$ cat src/rtl/simplex_pkg.sv
// Shared types for the simplex Aurora TX init controller: ordered-set selects,
// init FSM state encoding and small elaboration-time helpers.
package simplex_pkg;

    typedef enum logic [2:0] {
        SEQ_IDLE   = 3'd0,
        SEQ_ALIGN  = 3'd1,
        SEQ_BOND   = 3'd2,
        SEQ_VERIFY = 3'd3,
        SEQ_DATA   = 3'd4
    } tx_seq_e;

    typedef enum logic [2:0] {
        RST    = 3'd0,
        ALIGN  = 3'd1,
        BOND   = 3'd2,
        VERIFY = 3'd3,
        READY  = 3'd4
    } init_state_e;

    function automatic tx_seq_e seq_for_state(input init_state_e s);
        tx_seq_e seq;
        case (s)
            ALIGN:   seq = SEQ_ALIGN;
            BOND:    seq = SEQ_BOND;
            VERIFY:  seq = SEQ_VERIFY;
            READY:   seq = SEQ_DATA;
            default: seq = SEQ_IDLE;
        endcase
        return seq;
    endfunction

    function automatic int unsigned max4(input int unsigned a, input int unsigned b,
                                         input int unsigned c, input int unsigned d);
        int unsigned m;
        m = a;
        if (b > m) m = b;
        if (c > m) m = c;
        if (d > m) m = d;
        return m;
    endfunction

endpackage

$ cat src/rtl/simplex_tx_timer.sv
// Loadable down-counter that parks at zero; expired is high while it reads zero.
// Load has priority over counting, so a state entry always restarts the window.
module simplex_tx_timer #(
    parameter int unsigned     W       = 4,
    parameter logic [W-1:0]    RST_VAL = '0
) (
    input  logic         clk,
    input  logic         rst_n,
    input  logic         load,
    input  logic [W-1:0] load_val,
    output logic         expired
);

    logic [W-1:0] cnt_q;
    logic [W-1:0] cnt_d;

    always_comb begin
        cnt_d = cnt_q;
        if (load) begin
            cnt_d = load_val;
        end else if (cnt_q != '0) begin
            cnt_d = cnt_q - 1'b1;
        end
    end

    always_ff @(posedge clk) begin
        if (!rst_n) begin
            cnt_q <= RST_VAL;
        end else begin
            cnt_q <= cnt_d;
        end
    end

    assign expired = (cnt_q == '0);

endmodule

$ cat src/rtl/simplex_tx_init_ctrl.sv
// Simplex TX lane init sequencer: RST -> ALIGN -> BOND -> VERIFY -> READY driven by far-RX status.
// Outputs are registered from the next state, so they change on the same edge as the state.
module simplex_tx_init_ctrl
    import simplex_pkg::*;
#(
    parameter int unsigned RST_CYCLES     = 16,
    parameter int unsigned ALIGN_TIMEOUT  = 4096,
    parameter int unsigned BOND_TIMEOUT   = 4096,
    parameter int unsigned VERIFY_TIMEOUT = 4096,
    parameter int unsigned VERIFY_HOLD    = 64
) (
    input  logic       clk,
    input  logic       rst_n,
    input  logic       aligned,
    input  logic       bonded,
    input  logic       verified,
    input  logic       rx_reset,
    output logic [2:0] tx_seq_sel,
    output logic       tx_lane_rst,
    output logic       channel_up,
    output logic [7:0] retry_cnt,
    output logic [2:0] state_dbg
);

    localparam int unsigned TMR_W  = $clog2(max4(RST_CYCLES, ALIGN_TIMEOUT,
                                                 BOND_TIMEOUT, VERIFY_TIMEOUT)) + 1;
    localparam int unsigned HOLD_W = $clog2(VERIFY_HOLD + 1);

    localparam logic [TMR_W-1:0]  RST_LD    = TMR_W'(RST_CYCLES - 1);
    localparam logic [TMR_W-1:0]  ALIGN_LD  = TMR_W'(ALIGN_TIMEOUT - 1);
    localparam logic [TMR_W-1:0]  BOND_LD   = TMR_W'(BOND_TIMEOUT - 1);
    localparam logic [TMR_W-1:0]  VERIFY_LD = TMR_W'(VERIFY_TIMEOUT - 1);
    localparam logic [HOLD_W-1:0] HOLD_LAST = HOLD_W'(VERIFY_HOLD - 1);

    init_state_e       state_q, state_d;
    logic [HOLD_W-1:0] hold_q, hold_d;
    logic [7:0]        retry_q, retry_d;
    tx_seq_e           seq_q;
    logic              lane_rst_q;
    logic              ch_up_q;

    logic              tmr_load;
    logic [TMR_W-1:0]  tmr_load_val;
    logic              tmr_expired;
    logic              restart;

    simplex_tx_timer #(
        .W       (TMR_W),
        .RST_VAL (RST_LD)
    ) u_timer (
        .clk      (clk),
        .rst_n    (rst_n),
        .load     (tmr_load),
        .load_val (tmr_load_val),
        .expired  (tmr_expired)
    );

    // Status losses fall back to the deepest step still valid; timeout only when nothing else applies.
    always_comb begin
        state_d = state_q;
        restart = 1'b0;
        case (state_q)
            RST: begin
                if (tmr_expired) state_d = ALIGN;
            end
            ALIGN, BOND, VERIFY, READY: begin
                if (rx_reset) begin
                    state_d = RST;
                end else if (!aligned && state_q != ALIGN) begin
                    state_d = ALIGN;
                end else if (!bonded && (state_q == VERIFY || state_q == READY)) begin
                    state_d = BOND;
                end else if (!verified && state_q == READY) begin
                    state_d = VERIFY;
                end else if (tmr_expired && state_q != READY) begin
                    state_d = RST;
                    restart = 1'b1;
                end else begin
                    case (state_q)
                        ALIGN:   if (aligned) state_d = BOND;
                        BOND:    if (bonded) state_d = VERIFY;
                        VERIFY:  if (verified && hold_q == HOLD_LAST) state_d = READY;
                        default: state_d = state_q;
                    endcase
                end
            end
            default: state_d = RST;
        endcase
    end

    always_comb begin
        tmr_load     = (state_d != state_q);
        tmr_load_val = RST_LD;
        case (state_d)
            ALIGN:   tmr_load_val = ALIGN_LD;
            BOND:    tmr_load_val = BOND_LD;
            VERIFY:  tmr_load_val = VERIFY_LD;
            default: tmr_load_val = RST_LD;
        endcase
    end

    always_comb begin
        hold_d = '0;
        if (state_q == VERIFY && state_d == VERIFY && verified) begin
            hold_d = hold_q + 1'b1;
        end
        retry_d = retry_q;
        if (restart && retry_q != 8'hFF) begin
            retry_d = retry_q + 8'd1;
        end
    end

    always_ff @(posedge clk) begin
        if (!rst_n) begin
            state_q    <= RST;
            hold_q     <= '0;
            retry_q    <= 8'd0;
            seq_q      <= SEQ_IDLE;
            lane_rst_q <= 1'b1;
            ch_up_q    <= 1'b0;
        end else begin
            state_q    <= state_d;
            hold_q     <= hold_d;
            retry_q    <= retry_d;
            seq_q      <= seq_for_state(state_d);
            lane_rst_q <= (state_d == RST);
            ch_up_q    <= (state_d == READY);
        end
    end

    assign tx_seq_sel  = seq_q;
    assign tx_lane_rst = lane_rst_q;
    assign channel_up  = ch_up_q;
    assign retry_cnt   = retry_q;
    assign state_dbg   = state_q;

endmodule

$ cat config.mk
export PLATFORM = sky130hd
export DESIGN_NAME = simplex_tx_init_ctrl
export DESIGN_NICKNAME = d
export VERILOG_FILES = /design/src/rtl/simplex_pkg.sv /design/src/rtl/simplex_tx_timer.sv /design/src/rtl/simplex_tx_init_ctrl.sv
export SDC_FILE = /design/constraint.sdc
export NUM_CORES = 1
export LEC_CHECK = 0
export CORE_UTILIZATION = 56
export CTS_CLUSTER_DIAMETER = 80
export DETAILED_ROUTE_END_ITERATION = 7
export PLACE_DENSITY = 0.79
export SLEW_MARGIN = 20
export SYNTH_ARGS = -nofsm -noshare
export SYNTH_HDL_FRONTEND = slang
export SYNTH_HIERARCHICAL = 1
export SYNTH_SLANG_ARGS = --single-unit
$ cat constraint.sdc
create_clock -name clk -period 3.14 [get_ports clk]
set_input_delay 0.314 -clock clk [delete_from_list [all_inputs] [get_ports clk]]
set_output_delay 0.314 -clock clk [all_outputs]
set_load 0.02 [all_outputs]
==> flow_summary_export.csv, run 1 <==
group,metric,value,unit
power_and_ir_drop,intPower,0.588,mW
sta,finalCriticalPeriod,2980,ps
final_layout,nNetsFinal,273,
worst_setup_path,cp_data_required_time,3430,ps
power_and_ir_drop,powerDensity,321,mW/mm2
worst_setup_path,worstSetupStartpointType,"register",
power_and_ir_drop,leakage,0.888,nW
routing,drt_iter0_markers,139,
grt,grt_pass1_vias,1634,
sta,relSlewSlack,66.4,%
yosys,yosysMostFrequentCell,"dfxtp_1",
clock_tree,numCtsBuffers,5,
sta,max_freq,335,MHz
routing,first_pass_iters,4,
grt,track_usage,24.6,%
yosys,synth-seq-cells,36,
yosys,synth_edf_count,0,
yosys,synth.area.top_cells,"dfxtp_1, xnor2_1, nand3_1",
final_layout,area.sequential,721,um2
yosys,yosysWarningCount,6,
yosys,syn_inst,229,
die,rows,21,
yosys,ys_async_sr_fraction,0,%
placement,place_ws,218,ps
sta,timing.setup.tns,0,ps
final_layout,area_delta_synth_final,19.6,%
placement,place_inst,301,
grt,overflow,0,
die,ioPinCount,22,
final_layout,utilization,71.3,%
final_layout,fill_cells,261,
clock_tree,clk_pin_slew,120,ps
clock_tree,cts-htree-levels,2,
worst_hold_path,hold_class,"reg -> reg",
clock_tree,clock-sinks,36,
sta,fin_crit_sh,95.0,%
sta,hold_viol,0,
yosys,ys.flop_type,"dfxtp_1",
final_layout,diodes,0,
power_and_ir_drop,switchingPower,0.194,mW
grt,antenna_found_initial,0,
yosys,ys_top_cells_by_count,"dfxtp_1, nand3_1, nand2_1, nor2_1",
routing,vias,1801,
power_and_ir_drop,swShare,24.8,%
worst_setup_path,cp.arrival,3280,ps
status,outcome,"completed",
sta,tightest_slew,503,ps
placement,port_buffers,21,
routing,remaining_drc_errors,0,
yosys,synth_area_per_cell,8.89,um2
worst_setup_path,endpoint_kind,"register",
final_layout,final_cell_count_no_fill,310,
final_layout,drive_gt1_share,14.0,%
routing,wl_per_cell,14.3,um
yosys,syn_area,0.00204,mm2
flow_run,cap_viol_max_count,0,
placement,dpl.hpwl,3050,um
clock_tree,ctsHoldBuffers,0,
yosys,netlist.top_cell.by_area,"dfxtp_1",
clock_tree,clk_path_buf_depth,2,
die,die_y,62.3,um
sta,setup_ws,157,ps
die,start_util,59.6,%
power_and_ir_drop,clkPwrFrac,35.8,%
yosys,ys_types,58,
grt,grt_max_degree,23,
placement,place.gp.congestion,0.973,
clock_tree,cts_tree,"done",
worst_setup_path,crit_type,"reg -> reg",
worst_setup_path,cp_max_fo,22,
routing,antenna_left,0,
die,die_w,62.3,um
routing,routed_wl,4420,um
die,dieArea,0.00388,mm2
power_and_ir_drop,power_frac_seq,59.2,%
final_layout,multi_input_area,0.00125,mm2
yosys,synth_seq_area_share,35.4,%
sta,report.final.slew_viol_count,0,
sta,finClkSkew,9.07,ps
die,core,0.00342,mm2
power_and_ir_drop,peakVddDrop,0.000295,V
power_and_ir_drop,power,0.782,mW
yosys,yosysTopAreaCellShare,35.4,%
grt,grt_pass1_wl,7490,um
power_and_ir_drop,p_comb_share,5.0,%
sta,setup_viol,0,
routing,viasPerCell,5.81,
clock_tree,root_buffer,"clkbuf_4",
clock_tree,clk_latency,360,ps
-- critical path: stages, from the launching register on --
cell and delay (ps):
dfxtp_1 390, inv_1 80, ha_1 180, nor4b_4 130, nand3_2 90, inv_2 70, inv_1 100, a21oi_1 90
a211oi_2 390, a21oi_1 120, or4_1 590, buf_12 190, a31oi_1 200, o21ai_0 130, a21boi_0 170
-- per-layer routing --
metal / part of all wire, % / wire length, um / global-route usage, %
met3: 4.8 / 213 / 3.86
met1: 48 / 2100 / 31.9
met4: 1.8 / 78 / 12.5
met2: 46 / 2030 / 39.6
met5: 0 / 0 / 0
-- power by group through the flow --
stage | logic (mW) | registers, mW | clock network (mW)
after global routing | 0.0437 | 0.464 | 0.298
final | 0.0394 | 0.463 | 0.280
after floorplan | 0.0177 | 0.474 | 0
after global placement | 0.0375 | 0.473 | 0
after detailed placement | 0.0382 | 0.473 | 0
after CTS | 0.0385 | 0.463 | 0.285
-- state kept, by name, summed over array words and instances, names as in the netlist --
name,cells
channel_up,1
hold_q,7
retry_cnt,8
state_dbg,3
tx_lane_rst,1
tx_seq_sel,3
u_timer/cnt_q,13
-- layout by cell type, fill, tap and decap left out, types with 5 or more instances in the layout --
cell,instances
nor2b_1,5
nand3_1,17
xnor2_1,12
xor2_1,6
buf_4,10
and2_1,12
a21oi_1,5
o21ai_1,5
clkdlybuf4s50_1,21
dfxtp_1,36
nor2_1,14
nand2_1,14
o21ai_0,8
inv_1,9
clkbuf_4,5
conb_1,5
-- final cells by class --
cell class	count	share of cell area (%)
well taps	46	2.36
repair buffers	32	12.5
inverters	10	1.54
clock inverters	1	0.308
multi-input cells	178	51.4
clock buffers	7	2.26
flip-flops and latches	36	29.6
-- per-stage QoR --
step / hold WS [ps] / instance area (um2)
after global routing: 473 / 2440
after detailed placement: 445 / 2360
final: 460 / 2440
after floorplan: 418 / 2050
after global placement: 433 / 2360
after CTS: 464 / 2420
-- repair_timing --
item                                    CTS  global route
endpoints found under the setup margin    0             7
buffers inserted                          0             1
resized for setup                         0             3
-- logic make-up after synthesis --
logic type      count (synthesis)  synth area share, %
simple gates                  100                 30.7
compound gates                 49                 18.2
xor+xnor                       18                 7.74
flops                          36                 35.4
buf+inv                        18                 4.11
fa+ha+maj                       4                 2.46
other cells                     2                0.369
mux                             2                 1.04
-- worst paths after layout --
kind,startpoint,end,slack [ps],depth (start not counted)
worst max-delay path,u_timer/cnt_q[1],u_timer/cnt_q[6],160,14
worst min-delay path,hold_q[0],hold_q[0],460,1
worst max register to register,u_timer/cnt_q[1],u_timer/cnt_q[6],160,14
worst min register to register,hold_q[0],hold_q[0],460,1
Note: power is estimated with default switching activity, not from simulation.
==> inputs of run 2 (changes only) <==
CELL_PAD_IN_SITES_DETAIL_PLACEMENT = 0   (was unset)
CELL_PAD_IN_SITES_GLOBAL_PLACEMENT = 2   (was unset)
CORE_UTILIZATION = 34   (was 56)
PLACE_DENSITY = unset   (was 0.79)
PLACE_DENSITY_LB_ADDON = 0.1   (was unset)
==> run 2 against run 1 <==
- count of clock-buffer cells in the layout unchanged
- sequential power about the same
- critical path depth up 1
- wire length up 2.4%
- largest cell class unchanged
==> flow_summary_export.csv, run 2 (synthesized netlist as in run 1, its figures left out) <==
group,metric,value,unit
clock_tree,root_buffer,"clkbuf_8",
clock_tree,numCtsBuffers,5,
clock_tree,clock-sinks,36,
sta,report.final.slew_viol_count,0,
sta,max_freq,347,MHz
clock_tree,clk_pin_slew,70,ps
sta,setup_ws,260,ps
final_layout,diodes,0,
sta,relSlewSlack,64.5,%
final_layout,utilization,44.0,%
worst_hold_path,whs_endpoint,"hold_q[0]",
grt,grt_pass1_vias,1645,
sta,finalCriticalPeriod,2880,ps
placement,place_inst,326,
power_and_ir_drop,peakVddDrop,0.000306,V
worst_hold_path,hold_depth,1,
sta,setup_viol,0,
grt,grt_max_degree,23,
grt,grt_pass1_wl,7800,um
clock_tree,ctsHoldBuffers,0,
clock_tree,cts_tree,"done",
final_layout,nNetsFinal,271,
status,outcome,"completed",
flow_run,cap_viol_max_count,0,
clock_tree,clk_path_buf_depth,2,
die,die_w,79.4,um
die,rows,27,
sta,finClkSkew,5.61,ps
placement,place.gp.congestion,0.749,
sta,tightest_slew,532,ps
worst_setup_path,r2r_slack,260,ps
placement,port_buffers,21,
clock_tree,cts_resized,0,
routing,vias,1707,
die,core,0.00564,mm2
routing,drt_iter0_markers,82,
worst_setup_path,cp_data_required_time,3360,ps
worst_setup_path,r2r-end,"u_timer/cnt_q[5]",
final_layout,area_delta_synth_final,21.8,%
routing,antenna_left,0,
worst_setup_path,rr_worst_depth,15,
clock_tree,clk_latency,280,ps
routing,routed_wl,4520,um
sta,fin_crit_sh,91.7,%
worst_setup_path,endpoint_kind,"register",
routing,viasPerCell,5.13,
die,ioPinCount,22,
worst_hold_path,min_from,"hold_q[0]",
final_layout,largest_register,"u_timer/cnt_q",
power_and_ir_drop,powerDensity,345,mW/mm2
routing,wl_per_cell,13.6,um
worst_setup_path,worstSetupStartpointType,"register",
worst_setup_path,crit_type,"reg -> reg",
die,die_y,79.4,um
worst_hold_path,hold_class,"reg -> reg",
worst_setup_path,cp_max_fo,22,
grt,track_usage,15.8,%
placement,place_ws,158,ps
final_layout,drive_gt1_share,14.2,%
worst_setup_path,r2r-start,"u_timer/cnt_q[1]",
power_and_ir_drop,leakage,0.895,nW
final_layout,layout_common_cells,"dfxtp_1, clkdlybuf4s50_1, nand3_1",
final_layout,final_common_cell,"dfxtp_1",
routing,remaining_drc_errors,0,
final_layout,largest_register_ffs,13,
clock_tree,cts_setup_buffers,0,
grt,antenna_found_initial,0,
clock_tree,cts-htree-levels,2,
die,dieArea,0.00630,mm2
worst_setup_path,cp.arrival,3100,ps
final_layout,final_cell_count_no_fill,333,
die,start_util,36.1,%
grt,overflow,0,
sta,hold_viol,0,
placement,dpl.hpwl,3190,um
routing,first_pass_iters,4,
## run 2: cell types whose count changed in the layout (fill, tap and decap cells not counted), sizes merged
| cell | previous run | this run |
|---|---|---|
| buf | 11 | 9 |
| clkinvlp | 1 | 0 |
## run 2: worst max-delay path: stages (launching register included)
cell,delay [ps]
dfxtp_1,340
inv_1,80
ha_1,150
nor4b_4,240
nand3_2,130
inv_2,150
nand2b_1,130
a211oi_2,70
o21ai_1,170
o21ai_1,110
mux2i_1,130
or4_1,410
buf_4,220
a31oi_1,180
o21ai_0,120
a21boi_0,160
## run 2: final cells by class
cell class,instances,area (um2)
fill,577,3160
sequential,36,722
tap,72,90.1
multi-input combinational,178,1260
timing repair buffer,30,278
clock buffer,7,96.3
inverter,10,37.5
## run 2: how the worst max path moves through the flow
stage                        end  depth (start not counted)        startpoint  slack (ps)
2_1_floorplan   u_timer/cnt_q[5]                         15  u_timer/cnt_q[0]         310
3_3_place_gp    u_timer/cnt_q[9]                         15  u_timer/cnt_q[0]         230
3_5_place_dp    u_timer/cnt_q[6]                         15  u_timer/cnt_q[0]         160
4_1_cts         u_timer/cnt_q[6]                         15  u_timer/cnt_q[0]         140
5_1_grt        u_timer/cnt_q[10]                         13  u_timer/cnt_q[1]          -7
6_report        u_timer/cnt_q[5]                         15  u_timer/cnt_q[1]         260
## run 2: power by group
group,internal (mW),leakage [nW],switching (mW)
clock,0.195,0.0503,0.160
combinational,0.0177,0.554,0.0199
sequential,0.460,0.290,0.00385
## run 2: per-stage QoR
step	setup TNS [ps]	hold WS [ps]	cell area (um2)	power, mW
floorplan	0	418	2050	0.491
global placement	0	433	2370	0.511
detailed placement	0	442	2370	0.511
CTS	0	452	2470	0.871
global route	-14.0	471	2480	0.897
finish	0	449	2480	0.857
## run 2: metal layers
| metal | GRT usage [%] | share of wire (%) |
|---|---|---|
| met1 | 21.6 | 51 |
| met2 | 24.3 | 44 |
| met5 | 0 | 0 |
| met4 | 5.45 | 1.3 |
| met3 | 3.77 | 3.3 |
==> inputs of run 3 (changes only) <==
HOLD_SLACK_MARGIN = 0.05   (was unset)
SETUP_SLACK_MARGIN = 0.15   (was unset)
==> run 3 against run 2 <==
- cell area is 2.0% higher
- setup slack better by 61 ps
- maximum frequency is 2.2% higher
- global-route usage stayed put
- first-iteration DRC count is 3.7% lower
- power is 0.17% higher
- clock power hardly changed
- largest cell class unchanged
- sequential share of layout area is 0.53 points lower
- non-clock buffer count is 4 higher
==> flow_summary_export.csv, run 3 (synthesized netlist as in run 1, its figures left out) <==
group,metric,value,unit
status,outcome,"completed",
grt,grt_pass1_vias,1645,
routing,antenna_left,0,
routing,routed_wl,4570,um
die,dieArea,0.00630,mm2
final_layout,largest_register,"u_timer/cnt_q",
routing,drt_iter0_markers,79,
worst_hold_path,min_from,"hold_q[0]",
placement,place_area,0.00237,mm2
die,start_util,36.1,%
clock_tree,ctsHoldBuffers,0,
worst_setup_path,endpoint_kind,"register",
clock_tree,clk_latency,280,ps
worst_setup_path,r2r-start,"u_timer/cnt_q[1]",
sta,relSlewSlack,64.1,%
sta,grt_setup_unrepaired,"yes",
die,die_w,79.4,um
worst_setup_path,r2r-end,"u_timer/cnt_q[5]",
worst_setup_path,rr_worst_depth,15,
grt,grt_pass1_wl,7800,um
final_layout,area_delta_synth_final,24.3,%
placement,place.gp.congestion,0.749,
clock_tree,cts-htree-levels,2,
clock_tree,cts_tree,"done",
sta,timing.setup.tns,0,ps
sta,fin_crit_sh,89.8,%
routing,wl_per_cell,13.6,um
die,die_y,79.4,um
sta,report.final.slew_viol_count,0,
worst_setup_path,crit_type,"reg -> reg",
clock_tree,numCtsBuffers,5,
clock_tree,clk_path_buf_depth,2,
final_layout,fin_area,0.00253,mm2
routing,viasPerCell,5.12,
grt,overflow,0,
flow_run,cap_viol_max_count,0,
sta,hold_slack,449,ps
sta,hold_viol,0,
die,rows,27,
worst_hold_path,hold_depth,1,
grt,grt_max_degree,23,
sta,max_freq,355,MHz
grt,grt_use_met3,3.77,%
power_and_ir_drop,powerDensity,339,mW/mm2
final_layout,multi_input_area,0.00126,mm2
routing,remaining_drc_errors,0,
clock_tree,clk_pin_slew,70,ps
worst_setup_path,crit_chain,"inv_1 -> ha_1 -> nor4b_4 -> nand3_2 -> inv_4 -> nand2b_1 -> a211oi_2 -> o21ai_1 -> o21ai_1 -> mux2i_1 -> or4_4 -> buf_12 -> a31oi_1 -> o21ai_0 -> a21boi_0",
final_layout,area.sequential,723,um2
placement,port_buffers,21,
die,ioPinCount,22,
worst_setup_path,cp_data_required_time,3360,ps
final_layout,drive_gt1_share,16.6,%
sta,setup_viol,0,
final_layout,fill_cells,579,
worst_setup_path,cp.arrival,3040,ps
worst_setup_path,r2r_slack,320,ps
routing,vias,1725,
power_and_ir_drop,leakage,0.915,nW
worst_hold_path,hold_class,"reg -> reg",
sta,tightest_slew,537,ps
placement,place_ws,158,ps
power_and_ir_drop,peakVddDrop,0.000306,V
worst_setup_path,slowest_delay,450,ps
final_layout,diodes,0,
worst_setup_path,cp_max_fo,22,
worst_setup_path,cpMostUsedCell,"o21ai_1",
final_layout,largest_register_ffs,13,
clock_tree,clock-sinks,36,
final_layout,layout_common_cells,"dfxtp_1, clkdlybuf4s50_1, nand3_1",
grt,met1_usage,21.6,%
final_layout,nNetsFinal,275,
sta,finalCriticalPeriod,2820,ps
grt,antenna_found_initial,0,
final_layout,final_cell_count_no_fill,337,
worst_hold_path,whs_endpoint,"hold_q[0]",
placement,place_inst,326,
grt,grtUsageMet2,24.3,%
sta,finClkSkew,5.45,ps
grt,gr-max-usage-layer,"met2",
routing,first_pass_iters,4,
worst_setup_path,worstSetupStartpointType,"register",
sta,setup_ws,320,ps
clock_tree,root_buffer,"clkbuf_8",
grt,track_usage,15.8,%
final_layout,final_common_cell,"dfxtp_1",
worst_setup_path,cp_slowest_cell,"or4_4",
placement,dpl.hpwl,3190,um
die,core,0.00564,mm2
-- run 3: worst max-delay path by stage --
| stage | startpoint | slack, ps | cells after the start | endpoint |
|---|---|---|---|---|
| 2_1_floorplan | u_timer/cnt_q[0] | 310 | 15 | u_timer/cnt_q[5] |
| 3_3_place_gp | u_timer/cnt_q[0] | 230 | 15 | u_timer/cnt_q[9] |
| 3_5_place_dp | u_timer/cnt_q[0] | 160 | 15 | u_timer/cnt_q[6] |
| 4_1_cts | u_timer/cnt_q[0] | 210 | 15 | u_timer/cnt_q[6] |
| 5_1_grt | u_timer/cnt_q[1] | 120 | 14 | u_timer/cnt_q[7] |
| 6_report | u_timer/cnt_q[1] | 320 | 15 | u_timer/cnt_q[5] |
-- run 3: cell type report --
| class | count | area share, % |
|---|---|---|
| timing repair buffer | 34 | 12.7 |
| sequential | 36 | 28.6 |
| inverter | 10 | 1.58 |
| multi-input combinational | 178 | 49.8 |
| clock buffer | 7 | 3.81 |
| tap | 72 | 3.56 |
-- run 3: metrics by stage --
stage	total power, mW	utilization (%)
floorplan	0.491	-
global placement	0.511	42.0
detailed placement	0.511	42.0
global route	0.899	44.9
finish	0.858	44.9
CTS	0.871	43.7
-- run 3: power breakdown --
group | switching (mW) | internal (mW)
logic | 0.0202 | 0.0185
clock network | 0.160 | 0.195
registers | 0.00400 | 0.460
total | 0.184 | 0.674
-- run 3: worst max-delay path: cells and delay by family, from the launching register on --
family / cells / cell delay, ps
buf+inv: 3 / 350
simple gates: 4 / 960
fa+ha+maj: 1 / 150
mux: 1 / 140
compound gates: 6 / 800
flops: 1 / 340
-- run 3: metal layers --
layer  wire length [um]  share of wire [%]  up-vias
met2               2060                 45       34
met5                  0                  0        -
met4                 57                1.2        0
li1                   -                  -      890
met1               2290                 50      794
met3                155                3.4        7
-- run 3: repair_timing --
action                     CTS  global route
pin swaps                    0             3
gates resized for setup      1            14
setup endpoints to repair    3            12
setup buffers                0             4
cloned                       0             0
